$ cat config.mk
export PLATFORM = sky130hd
export DESIGN_NAME = uart_rx
export DESIGN_NICKNAME = d
export VERILOG_FILES = /design/src/rtl/uart_pkg.sv /design/src/rtl/uart_baud_gen.sv /design/src/rtl/uart_rx.sv
export SDC_FILE = /design/constraint.sdc
export NUM_CORES = 1
export LEC_CHECK = 0
export BUFFER_PORTS_ARGS = -buffer_cell sky130_fd_sc_hd__clkbuf_2
export CAP_MARGIN = 20
export CORE_MARGIN = 5
export CORE_UTILIZATION = 53
export CTS_CLUSTER_SIZE = 14
export DETAILED_ROUTE_END_ITERATION = 10
export PLACE_DENSITY = 0.74
export SLEW_MARGIN = 20
export SYNTH_ARGS = -nofsm -noshare
export SYNTH_HDL_FRONTEND = slang
export SYNTH_SLANG_ARGS = --single-unit
$ cat constraint.sdc
create_clock -name clk -period 2.2 [get_ports clk]
set_input_delay 0.33 -clock clk [delete_from_list [all_inputs] [get_ports clk]]
set_output_delay 0.33 -clock clk [all_outputs]
set_load 0.05 [all_outputs]
$ cat src/rtl/uart_pkg.sv
// ============================================================================
// uart_pkg : shared UART state encoding, character-length codes and defaults
// Rev 1.0
// ============================================================================
`default_nettype none

package uart_pkg;

  localparam int c_oversample_def = 16;

  localparam logic [1:0] c_db_5 = 2'b00;
  localparam logic [1:0] c_db_6 = 2'b01;
  localparam logic [1:0] c_db_7 = 2'b10;
  localparam logic [1:0] c_db_8 = 2'b11;

  typedef enum logic [2:0] {
    ST_IDLE   = 3'd0,
    ST_START  = 3'd1,
    ST_DATA   = 3'd2,
    ST_PARITY = 3'd3,
    ST_STOP   = 3'd4
  } state_t;

  // Index of the final data bit for a character-length code (4..7).
  function automatic logic [2:0] last_bit_idx(input logic [1:0] db);
    return {1'b0, db} + 3'd4;
  endfunction

endpackage

`default_nettype wire

$ cat src/rtl/uart_baud_gen.sv
// ============================================================================
// uart_baud_gen : oversample tick generator, one tick every baud_div+1 clocks
// Rev 1.0
// ============================================================================
`default_nettype none

module uart_baud_gen #(
  parameter int DIV_W = 16
) (
  input  logic             clk,
  input  logic             arst,
  input  logic             clear,
  input  logic [DIV_W-1:0] baud_div,
  output logic             tick
);

  logic [DIV_W-1:0] r_cnt;

  // >= keeps the counter from running past a divisor that shrank mid-count.
  assign tick = (r_cnt >= baud_div);

  always_ff @(posedge clk or posedge arst) begin
    if (arst) begin
      r_cnt <= '0;
    end else if (clear || tick) begin
      r_cnt <= '0;
    end else begin
      r_cnt <= r_cnt + 1'b1;
    end
  end

endmodule

`default_nettype wire

$ cat src/rtl/uart_rx.sv
// ============================================================================
// uart_rx : oversampling UART receiver with parity/framing checks, overrun
// Rev 1.0
// ============================================================================
`default_nettype none

module uart_rx
  import uart_pkg::*;
#(
  parameter int OVERSAMPLE = c_oversample_def,
  parameter int DIV_W      = 16
) (
  input  logic             clk,
  input  logic             arst,
  input  logic             en,
  input  logic [DIV_W-1:0] baud_div,
  input  logic [1:0]       data_bits,
  input  logic             parity_en,
  input  logic             parity_odd,
  input  logic             stop2,
  input  logic             rx,
  output logic [7:0]       rx_data,
  output logic             rx_valid,
  input  logic             rx_ready,
  output logic             parity_err,
  output logic             frame_err,
  output logic             overrun,
  output logic             busy
);

  localparam int             c_tw      = $clog2(OVERSAMPLE);
  localparam logic [c_tw-1:0] c_half_m1 = c_tw'(OVERSAMPLE / 2 - 1);
  localparam logic [c_tw-1:0] c_full_m1 = c_tw'(OVERSAMPLE - 1);

  state_t           r_state, w_state_nxt;
  logic             r_sync1, r_sync2;
  logic             w_rx, w_tick, w_start, w_sample, w_done;
  logic [c_tw-1:0]  r_tcnt;
  logic [2:0]       r_bcnt;
  logic [7:0]       r_shift;
  logic             r_perr, r_ferr, r_done;
  logic [1:0]       r_cfg_bits;
  logic             r_cfg_par, r_cfg_odd, r_cfg_stop2;
  logic [DIV_W-1:0] r_div;

  assign w_rx = r_sync2;
  assign busy = (r_state != ST_IDLE);

  uart_baud_gen #(.DIV_W(DIV_W)) u_baud (
    .clk      (clk),
    .arst     (arst),
    .clear    (w_start),
    .baud_div (r_div),
    .tick     (w_tick)
  );

  always_ff @(posedge clk or posedge arst) begin
    if (arst) begin
      r_state <= ST_IDLE;
    end else begin
      r_state <= w_state_nxt;
    end
  end

  always_comb begin
    w_state_nxt = r_state;
    w_start     = 1'b0;
    w_done      = 1'b0;
    w_sample    = 1'b0;
    if (r_state == ST_START) begin
      w_sample = w_tick && (r_tcnt == c_half_m1);
    end else if (r_state != ST_IDLE) begin
      w_sample = w_tick && (r_tcnt == c_full_m1);
    end
    case (r_state)
      ST_IDLE: begin
        if (!w_rx) begin
          w_state_nxt = ST_START;
          w_start     = 1'b1;
        end
      end
      ST_START:  if (w_sample) w_state_nxt = w_rx ? ST_IDLE : ST_DATA;
      ST_DATA: begin
        if (w_sample && (r_bcnt == last_bit_idx(r_cfg_bits))) begin
          w_state_nxt = r_cfg_par ? ST_PARITY : ST_STOP;
        end
      end
      ST_PARITY: if (w_sample) w_state_nxt = ST_STOP;
      ST_STOP: begin
        if (w_sample && (r_bcnt[0] || !r_cfg_stop2)) begin
          w_state_nxt = ST_IDLE;
          w_done      = 1'b1;
        end
      end
      default:   w_state_nxt = ST_IDLE;
    endcase
    if (!en) begin
      w_state_nxt = ST_IDLE;
      w_start     = 1'b0;
      w_done      = 1'b0;
    end
  end

  always_ff @(posedge clk or posedge arst) begin
    if (arst) begin
      r_sync1     <= 1'b1;
      r_sync2     <= 1'b1;
      r_tcnt      <= '0;
      r_bcnt      <= '0;
      r_shift     <= '0;
      r_perr      <= 1'b0;
      r_ferr      <= 1'b0;
      r_done      <= 1'b0;
      r_cfg_bits  <= '0;
      r_cfg_par   <= 1'b0;
      r_cfg_odd   <= 1'b0;
      r_cfg_stop2 <= 1'b0;
      r_div       <= '0;
    end else begin
      r_sync1 <= rx;
      r_sync2 <= r_sync1;
      r_done  <= w_done;
      if (w_start) begin
        r_tcnt      <= '0;
        r_bcnt      <= '0;
        r_shift     <= '0;
        r_perr      <= 1'b0;
        r_ferr      <= 1'b0;
        r_cfg_bits  <= data_bits;
        r_cfg_par   <= parity_en;
        r_cfg_odd   <= parity_odd;
        r_cfg_stop2 <= stop2;
        r_div       <= baud_div;
      end else begin
        if (w_tick && (r_state != ST_IDLE)) begin
          r_tcnt <= (r_state == ST_START && r_tcnt == c_half_m1) ? '0 : r_tcnt + 1'b1;
        end
        // Bit counter restarts whenever a sample moves the FSM to a new state.
        if (w_sample) begin
          r_bcnt <= (w_state_nxt != r_state) ? 3'd0 : r_bcnt + 3'd1;
        end
        if (w_sample && r_state == ST_DATA) begin
          r_shift[r_bcnt] <= w_rx;
        end
        if (w_sample && r_state == ST_PARITY) begin
          r_perr <= ((^r_shift) ^ r_cfg_odd) != w_rx;
        end
        if (w_sample && r_state == ST_STOP && !w_rx) begin
          r_ferr <= 1'b1;
        end
      end
    end
  end

  // Output holding register; a completing character takes priority over the clear.
  always_ff @(posedge clk or posedge arst) begin
    if (arst) begin
      rx_data    <= '0;
      rx_valid   <= 1'b0;
      parity_err <= 1'b0;
      frame_err  <= 1'b0;
      overrun    <= 1'b0;
    end else begin
      overrun <= 1'b0;
      if (r_done && (!rx_valid || rx_ready)) begin
        rx_data    <= r_shift;
        parity_err <= r_perr;
        frame_err  <= r_ferr;
        rx_valid   <= 1'b1;
      end else if (r_done) begin
        overrun <= 1'b1;
      end else if (rx_valid && rx_ready) begin
        rx_valid <= 1'b0;
      end
    end
  end

endmodule

`default_nettype wire

==> results by group, run 1 <==
Outcome
  • Status: finished clean

Timing
  • Final hold vios: 0
  • Setup violations, final: 0
  • Setup TNS: 0 ps
  • Min cycle time layout: 2180 ps
  • Setup Skew: 10.43 ps
  • Max-slew violations: 0
  • Highest clock rate: 458.7 MHz
  • Crit share post-route: just under 100%
  • Slew HR: between 60% and 70%
  • Slew @ Worst Pin: 514.8 ps
  • Unrepaired setup endpoints after global routing: true

Global routing
  • Pin count of the biggest net entering global routing: 42
  • Vias in the first global route: 2852
  • Total track usage: 18.87%
  • First-pass GRT wire length: 13050 µm
  • Total grt overflow: 0
  • Antenna violations before repair: 0

Floorplanning
  • Io pins: 39
  • Core area: 6832 µm²
  • Starting Density: around 55%
  • Die Wd: 93.86 µm
  • Row Count: 30
  • Die height: 93.86 µm
  • Die ar.: 8810 µm²

Routing
  • Vias: 2926
  • Detail Route Antenna Nets: 0
  • DRT Wirelength: 8096 µm
  • Vias per inst: around 5.3
  • Initial DRC count: 140
  • # DRC: 0
  • Wirelength per Cell: 14.75 µm
  • DRT Pass-1 Iters: 4

Final layout
  • Storage cell area: 1804 µm²
  • Area of the multi-input gates: 1916 µm²
  • Most frequent cells in the layout: dfrtp_1 (70), nand2_1 (61), clkbuf_2 (38)
  • Antenna fix cells: 0
  • Area grow syn2layout: 24.74%
  • Nets@finish: 493
  • Non-Filler Instances: 549
  • Share of cells above drive strength 1: between 20% and 30%
  • # fillers: around 550
  • Most common cell after layout, fill and taps aside: dfrtp_1

Synth
  • Cell Area, Synth: around 3700 µm²
  • Mux cell area share after synthesis: 5.975%
  • Post-synthesis sequential area ratio: about 48%
  • Library cells used by synthesis: 53
  • Flops & latches, synth: 72
  • Post-Synth Simple-Gate Area: 19.60%
  • Post-synth EDFFs: 0
  • Synth warnings: 0
  • Largest family of logic cells by synthesized area: simple AND/OR/NAND/NOR gates
  • Syn_area_per_cell: 10.02 µm²
  • Ys async rst share: 100.0%
  • Post-Syn Nets: 417
  • Cells after synthesis: 372
  • Synth Area in Compound Gates: under 10%
  • Main synth FF type: dfrtp_1
  • XOR/XNOR Fraction of Synth Area: 5.874%
  • Synth Area in Adders: around 6.4%

Critical path
  • CP cell instances: ha_1, nand4_1, nor3_4, nand3b_4, buf_12, a31oi_4, a21oi_2, a41o_1
  • Worst Setup End Kind: flop
  • WP data required: between 2000 and 2500 ps
  • Setup crit start kind: flop
  • Arr. time, crit path: 2420 ps
  • WS Path Type: flop to flop
  • Crit Path Max Fanout: 5
  • CP max stage cell: dfrtp_1
  • CP max stage delay: 410 ps

Pwr
  • Worst VDD drop: between 300 and 400 µV
  • Power Total: approximately 0.0031 W
  • Lkg Pwr: 2.323 nW
  • P per Cell Area: about 670 nW/µm²

Clock network
  • CTS Buffer Depth: 2
  • CTS clock-pin slew for the worst setup and hold paths: approximately 80 ps
  • H-tree depth: 3
  • CTS tree: done
  • Root Buffer: clkbuf_8
  • Clk Latency, worst-skew pair: 350 ps
  • Cts bufs inserted: 9
  • Clock sinks: 72

Placement
  • IO buf count: 38
  • HPWL Detailed: 5391 µm
  • RePlAce Congestion: 0.8258
  • Dpl cells: 519

Flow run
  • Max_cap viols: 0

Hold path
  • HP Class: input port to flop
[registers in the layout (all words and copies together), names as in the netlist]
name and count:
r_bcnt 3, r_cfg_stop2 1, r_tcnt 4, rx_valid 1, r_cfg_odd 1, r_ferr 1
r_div 16, r_shift 8, r_cfg_par 1, u_baud.r_cnt 16, r_perr 1, r_done 1
r_cfg_bits 2, r_state 3, r_sync1 1, overrun 1, rx_data 8, frame_err 1
parity_err 1, r_sync2 1
[routing by layer]
layer  track usage [%]  wire length [µm]  vias up
met1             23.31              3457     1418
met4             7.581               123        0
li1                  -                 -     1431
met2             31.93              4159       65
met3             4.167               356       12
met5                 0                 0        -
[synth_stat cells (2+ instances only)]
library cell  number  area (µm²)
nor2_1            25       93.84
clkbuf_1           5       18.77
nand2b_1           5       31.28
and3_1             9       56.30
buf_6              5       56.30
o21ai_0            9       45.04
dfstp_2            2       52.55
ha_1              19       237.7
xor2_1             9       78.83
o21ai_1           11       55.05
nor4_1             3       18.77
dfrtp_1           70        1752
inv_1             23       86.33
mux2_2            10       112.6
nor3_1             4       20.02
nand4_1            7       43.79
o22ai_1            2       12.51
buf_1              2       7.510
nand3b_1           2       15.01
mux2i_1           11       110.1
a21oi_1           11       55.05
nand3_1           17       85.08
nand2_2            2       12.51
a2111oi_0          2       17.52
a31o_1             2       17.52
nand2_1           62       232.7
a21o_1             2       15.01
xnor2_1           16       140.1
[worst max-delay path, delay by kind of cell, from the launching register on]
kind	cells	cell delay (ps)
buffers and inverters	1	180
flip-flops	1	410
AND/OR/NAND/NOR	3	660
AO/OA/AOI/OAI	3	530
adder cells (fa/ha/maj)	1	300
[path summary, 6_finish.rpt]
| check | slack [ps] | start | to | depth (start not counted) |
|---|---|---|---|---|
| min in group asynchronous | 540 | arst | r_shift[7]$_DFFE_PP0P_ | 3 |
| setup reg to reg | 20 | u_baud.r_cnt[12]$_DFF_PP0_ | r_state[2]$_DFF_PP0_ | 8 |
| hold / removal | 60 | rx | r_sync1$_DFF_PP1_ | 1 |
| max in group asynchronous | 1070 | arst | r_div[15]$_DFFE_PP0P_ | 4 |
| setup / recovery | 20 | u_baud.r_cnt[12]$_DFF_PP0_ | r_state[2]$_DFF_PP0_ | 8 |
| hold reg to reg | 370 | r_sync1$_DFF_PP1_ | r_sync2$_DFF_PP1_ | 0 |
[per-stage QoR]
step	utilization, %	instance area, µm²	hold WS, ps	setup slack (ps)
detailed placement	60.82	4155	357.8	-173.0
finish	68.06	4649	58.60	20.15
global route	68.06	4649	34.79	-73.93
global placement	60.82	4155	354.1	22.40
CTS	64.03	4374	45.91	-29.42
floorplan	-	3727	334.5	48.39
[power by group]
part	total [W]	internal [W]	leakage, nW	switching, W
clock	0.000984	0.000473	0.0890	0.000510
sequential	0.00149	0.00144	0.958	0.0000563
combinational	0.000646	0.000301	1.28	0.000345
total	0.00312	0.00221	2.32	0.000911
[final cells by class]
class | count | area share (%)
multi-input combinational | 265 | 41.20
sequential | 72 | 38.81
timing repair buffer | 77 | 11.60
clock buffer | 12 | 3.337
tap | 96 | 2.583
inverter | 23 | 1.857
clock inverter | 4 | 0.6189
[logic make-up (layout without fill, tap and decap cells)]
| logic type | count (synthesis) | in the layout |
|---|---|---|
| xor gates and xnor gates | 25 | 25 |
| DFF | 72 | 72 |
| and+or+nand+nor | 150 | 150 |
| adders and majority gates | 19 | 19 |
| buffers and inverters | 38 | 116 |
| AOI/OAI and AO/OA | 47 | 50 |
| muxes | 21 | 21 |
[repair_timing]
item,in CTS,in global routing
endpoints found under the setup margin,32,36
gates resized for setup,4,23
hold buffers,1,0
setup buffers,0,10
gates cloned,1,2
pin swaps,3,14
endpoints found under the hold margin,19,0
(Power assumes the default switching activity.)
==> run 2: changes to the inputs <==
Settings changed: SYNTH_HIERARCHICAL set to 1.
==> results by group, run 2 <==
Pwr
  • Lkg Pwr: 2.566 nW
  • Comb power frac: 18.2%
  • Clock group share of total power: 39.6%
  • Sequential power share: 42.3%
  • Internal power: between 0.002 and 0.003 W
  • Sw Pwr: between 0.0009 and 0.001 W
  • P per Cell Area: 704.0 nW/µm²
  • Worst VDD drop: about 440 µV
  • Net Sw Frac: 26.13%

Critical path
  • Worst Setup End Kind: flop
  • WS Path Type: flop to flop
  • Crit Path Max Fanout: 4
  • CP max stage cell: dfrtp_1
  • R2R depth: 11
  • CP most frequent cell: o211ai_2
  • CP cell instances: inv_2, ha_4, nor2b_1, o211a_1, o311ai_4, nand3_4, nand4b_4, nor4bb_4, o211ai_1, o211ai_2, o211ai_2
  • Reg2reg end: r_bcnt[2]$_DFFE_PP0P_
  • Arr. time, crit path: 2790 ps
  • CP max stage delay: 390 ps
  • Crit path to: r_bcnt[2]$_DFFE_PP0P_
  • WP depth: 11
  • FF-to-FF Start: r_div[1]$_DFFE_PP0P_
  • Setup crit start kind: flop
  • WP data required: about 2500 ps
  • Crit path launch: r_div[1]$_DFFE_PP0P_
  • Delay-heaviest family, CP: compound AO/OA/AOI/OAI gates
  • Reg-to-reg setup timing slack: -320 ps
  • Buf+Inv Stages, Crit Path: 1

Timing
  • Crit share post-route: 114.5%
  • Min cycle time layout: 2518 ps
  • Final hold vios: 0
  • Final hold slack: 56.23 ps
  • Setup TNS: -3776 ps
  • Slew HR: 54.32%
  • Final worst-path setup slack: -318.0 ps
  • Highest clock rate: 397.1 MHz
  • Setup violations, final: 19
  • Slew @ Worst Pin: 684.4 ps
  • Unrepaired setup endpoints after global routing: true
  • Max-slew violations: 0
  • Setup Skew: 11.18 ps

Placement
  • IO buf count: 38
  • Dpl cells: 559
  • Placed cell areas: 4467 µm²
  • HPWL Detailed: 5820 µm
  • RePlAce Congestion: 0.8810
  • Place WS: -281.6 ps

Routing
  • Highest metal used: met4
  • Wirelength per Cell: 15.08 µm
  • DRT Pass-1 Iters: 4
  • Initial DRC count: 167
  • DRT Wirelength: between 8000 and 9000 µm
  • Vias: 3111
  • Detail Route Antenna Nets: 0
  • # DRC: 0
  • Post-Route M1 WL: 4035 µm
  • WL met3: 386 µm
  • Metal2 WL: 4326 µm
  • Vias per inst: 5.282

Flow run
  • Max_cap viols: 0

Clock network
  • CTS tree: done
  • H-tree depth: 3
  • Root Buffer: clkbuf_8
  • Clk Latency, worst-skew pair: 350 ps
  • Cts bufs inserted: 9
  • CTS Buffer Depth: 2
  • Clock sinks: 72
  • CTS clock-pin slew for the worst setup and hold paths: 70 ps

Final layout
  • Most common cell after layout, fill and taps aside: nand2_1
  • Nets@finish: 530
  • Area grow syn2layout: 28.11%
  • Non-Filler Instances: ~600
  • Most frequent cells in the layout: nand2_1 (88), dfrtp_1 (70), buf_4 (40)
  • Top flop regs: r_div (16), u_baud/r_cnt (16)
  • # fillers: 543
  • Final instance area: 5030 µm²
  • Antenna fix cells: 0
  • Share of cells above drive strength 1: 32.45%

Synth
  • Cells after synthesis: 400
  • Syn_area_per_cell: 9.816 µm²
  • Post-Syn Nets: ~450
  • Area contributors post-synth: dfrtp_1 (45%), nand2_1 (8.6%), ha_1 (6.1%), xnor2_1 (3.3%), xor2_1 (2.9%)
  • Cell Area, Synth: 3926 µm²
  • Most frequent cells after synthesis: nand2_1 (90), dfrtp_1 (70), inv_1 (28), nor2_1 (20), ha_1 (19)
  • Post-synthesis sequential area ratio: 45.95%
  • Library cells used by synthesis: 60
  • Main synth FF type: dfrtp_1
  • Cell taking the most area after synthesis: dfrtp_1
  • Ys async rst share: 100.0%
  • Count leader, synth: nand2_1
  • Synth warnings: 6
  • Flops & latches, synth: 72
  • Post-synth EDFFs: 0
  • Synth top area share: roughly 45%

Floorplanning
  • Die height: 96.07 µm
  • Starting Density: 54.42%
  • Die ar.: just over 9000 µm²
  • Core area: 7214 µm²
  • Die Wd: 96.07 µm
  • Io pins: 39
  • Row Count: 31

Global routing
  • Pin count of the biggest net entering global routing: 53
  • Total grt overflow: 0
  • Total track usage: between 20% and 30%
  • Antenna violations before repair: 0
  • Vias in the first global route: 3135
  • First-pass GRT wire length: between 10000 and 15000 µm

Hold path
  • Min-delay src: rx
  • HP Class: input port to flop

Outcome
  • Status: finished, violations left
  • Failing checks: negative setup slack
[run 2: changes by cell type after synthesis, sizes merged, moves of 4 or more]
cell	previous run	this run
xor2	9	13
inv	23	28
a211oi	0	4
nor2b	1	7
nand3	18	11
nand2	64	90
o21ai	20	11
mux2i	11	6
nor2	25	30
and3	9	5
[run 2: kinds of logic (layout without fill, tap and decap cells)]
logic type / Yosys count / count (layout) / synth area share (%)
buffers and inverters: 42 / 132 / 4.557
muxes: 16 / 16 / 4.398
DFF: 72 / 72 / 45.95
AOI/OAI and AO/OA: 46 / 46 / 8.669
and+or+nand+nor: 177 / 177 / 24.12
adders and majority gates: 19 / 19 / 6.055
xor gates and xnor gates: 28 / 28 / 6.246
[run 2: metal layers]
metal / vias up / track usage, %
met1: 1485 / 27.53
li1: 1530 / -
met5: - / 0
met3: 14 / 3.440
met4: 0 / 8.175
met2: 82 / 32.14
[run 2: area by class of cell]
cell class	instances	area [µm²]	area share, %
timing repair buffer	86	610.6	12.14
clock buffer	10	137.6	2.736
sequential	72	1804	35.87
clock inverter	6	130.1	2.587
tap	99	123.9	2.463
multi-input combinational	286	2111	41.97
inverter	30	112.6	2.239
[run 2: worst min-delay path by stage]
stage / end / cells after the start
5_1_grt: r_sync1$_DFF_PP1_ / 1
4_1_cts: r_sync1$_DFF_PP1_ / 1
3_5_place_dp: r_div[8]$_DFFE_PP0P_ / 2
2_1_floorplan: u_baud/r_cnt[0]$_DFF_PP0_ / 1
3_3_place_gp: r_div[8]$_DFFE_PP0P_ / 2
6_report: r_sync1$_DFF_PP1_ / 1
[run 2: power groups by stage]
| stage | Sequential [W] | Combinational (W) | Clock (W) |
|---|---|---|---|
| floorplan | 0.00152 | 0.000374 | 0 |
| global placement | 0.00151 | 0.000564 | 0 |
| detailed placement | 0.00152 | 0.000584 | 0 |
| CTS | 0.00149 | 0.000597 | 0.00143 |
| global route | 0.00151 | 0.000740 | 0.00147 |
| finish | 0.00150 | 0.000643 | 0.00140 |
[run 2: repair_timing]
action / 4_1_cts / 5_1_grt
hold buffers: 1 / 0
gates cloned: 0 / 1
pin swaps: 2 / 28
buffers inserted: 6 / 7
resized for setup: 11 / 26
hold endpoints to repair: 4 / 0
setup endpoints to repair: 16 / 33
[run 2: metrics by stage]
step / utilization (%) / power [W]
after global routing: 69.72 / 0.003724
final: 69.72 / 0.003541
after detailed placement: 61.91 / 0.002100
after floorplan: - / 0.001891
after global placement: 61.91 / 0.002076
after CTS: 67.19 / 0.003516
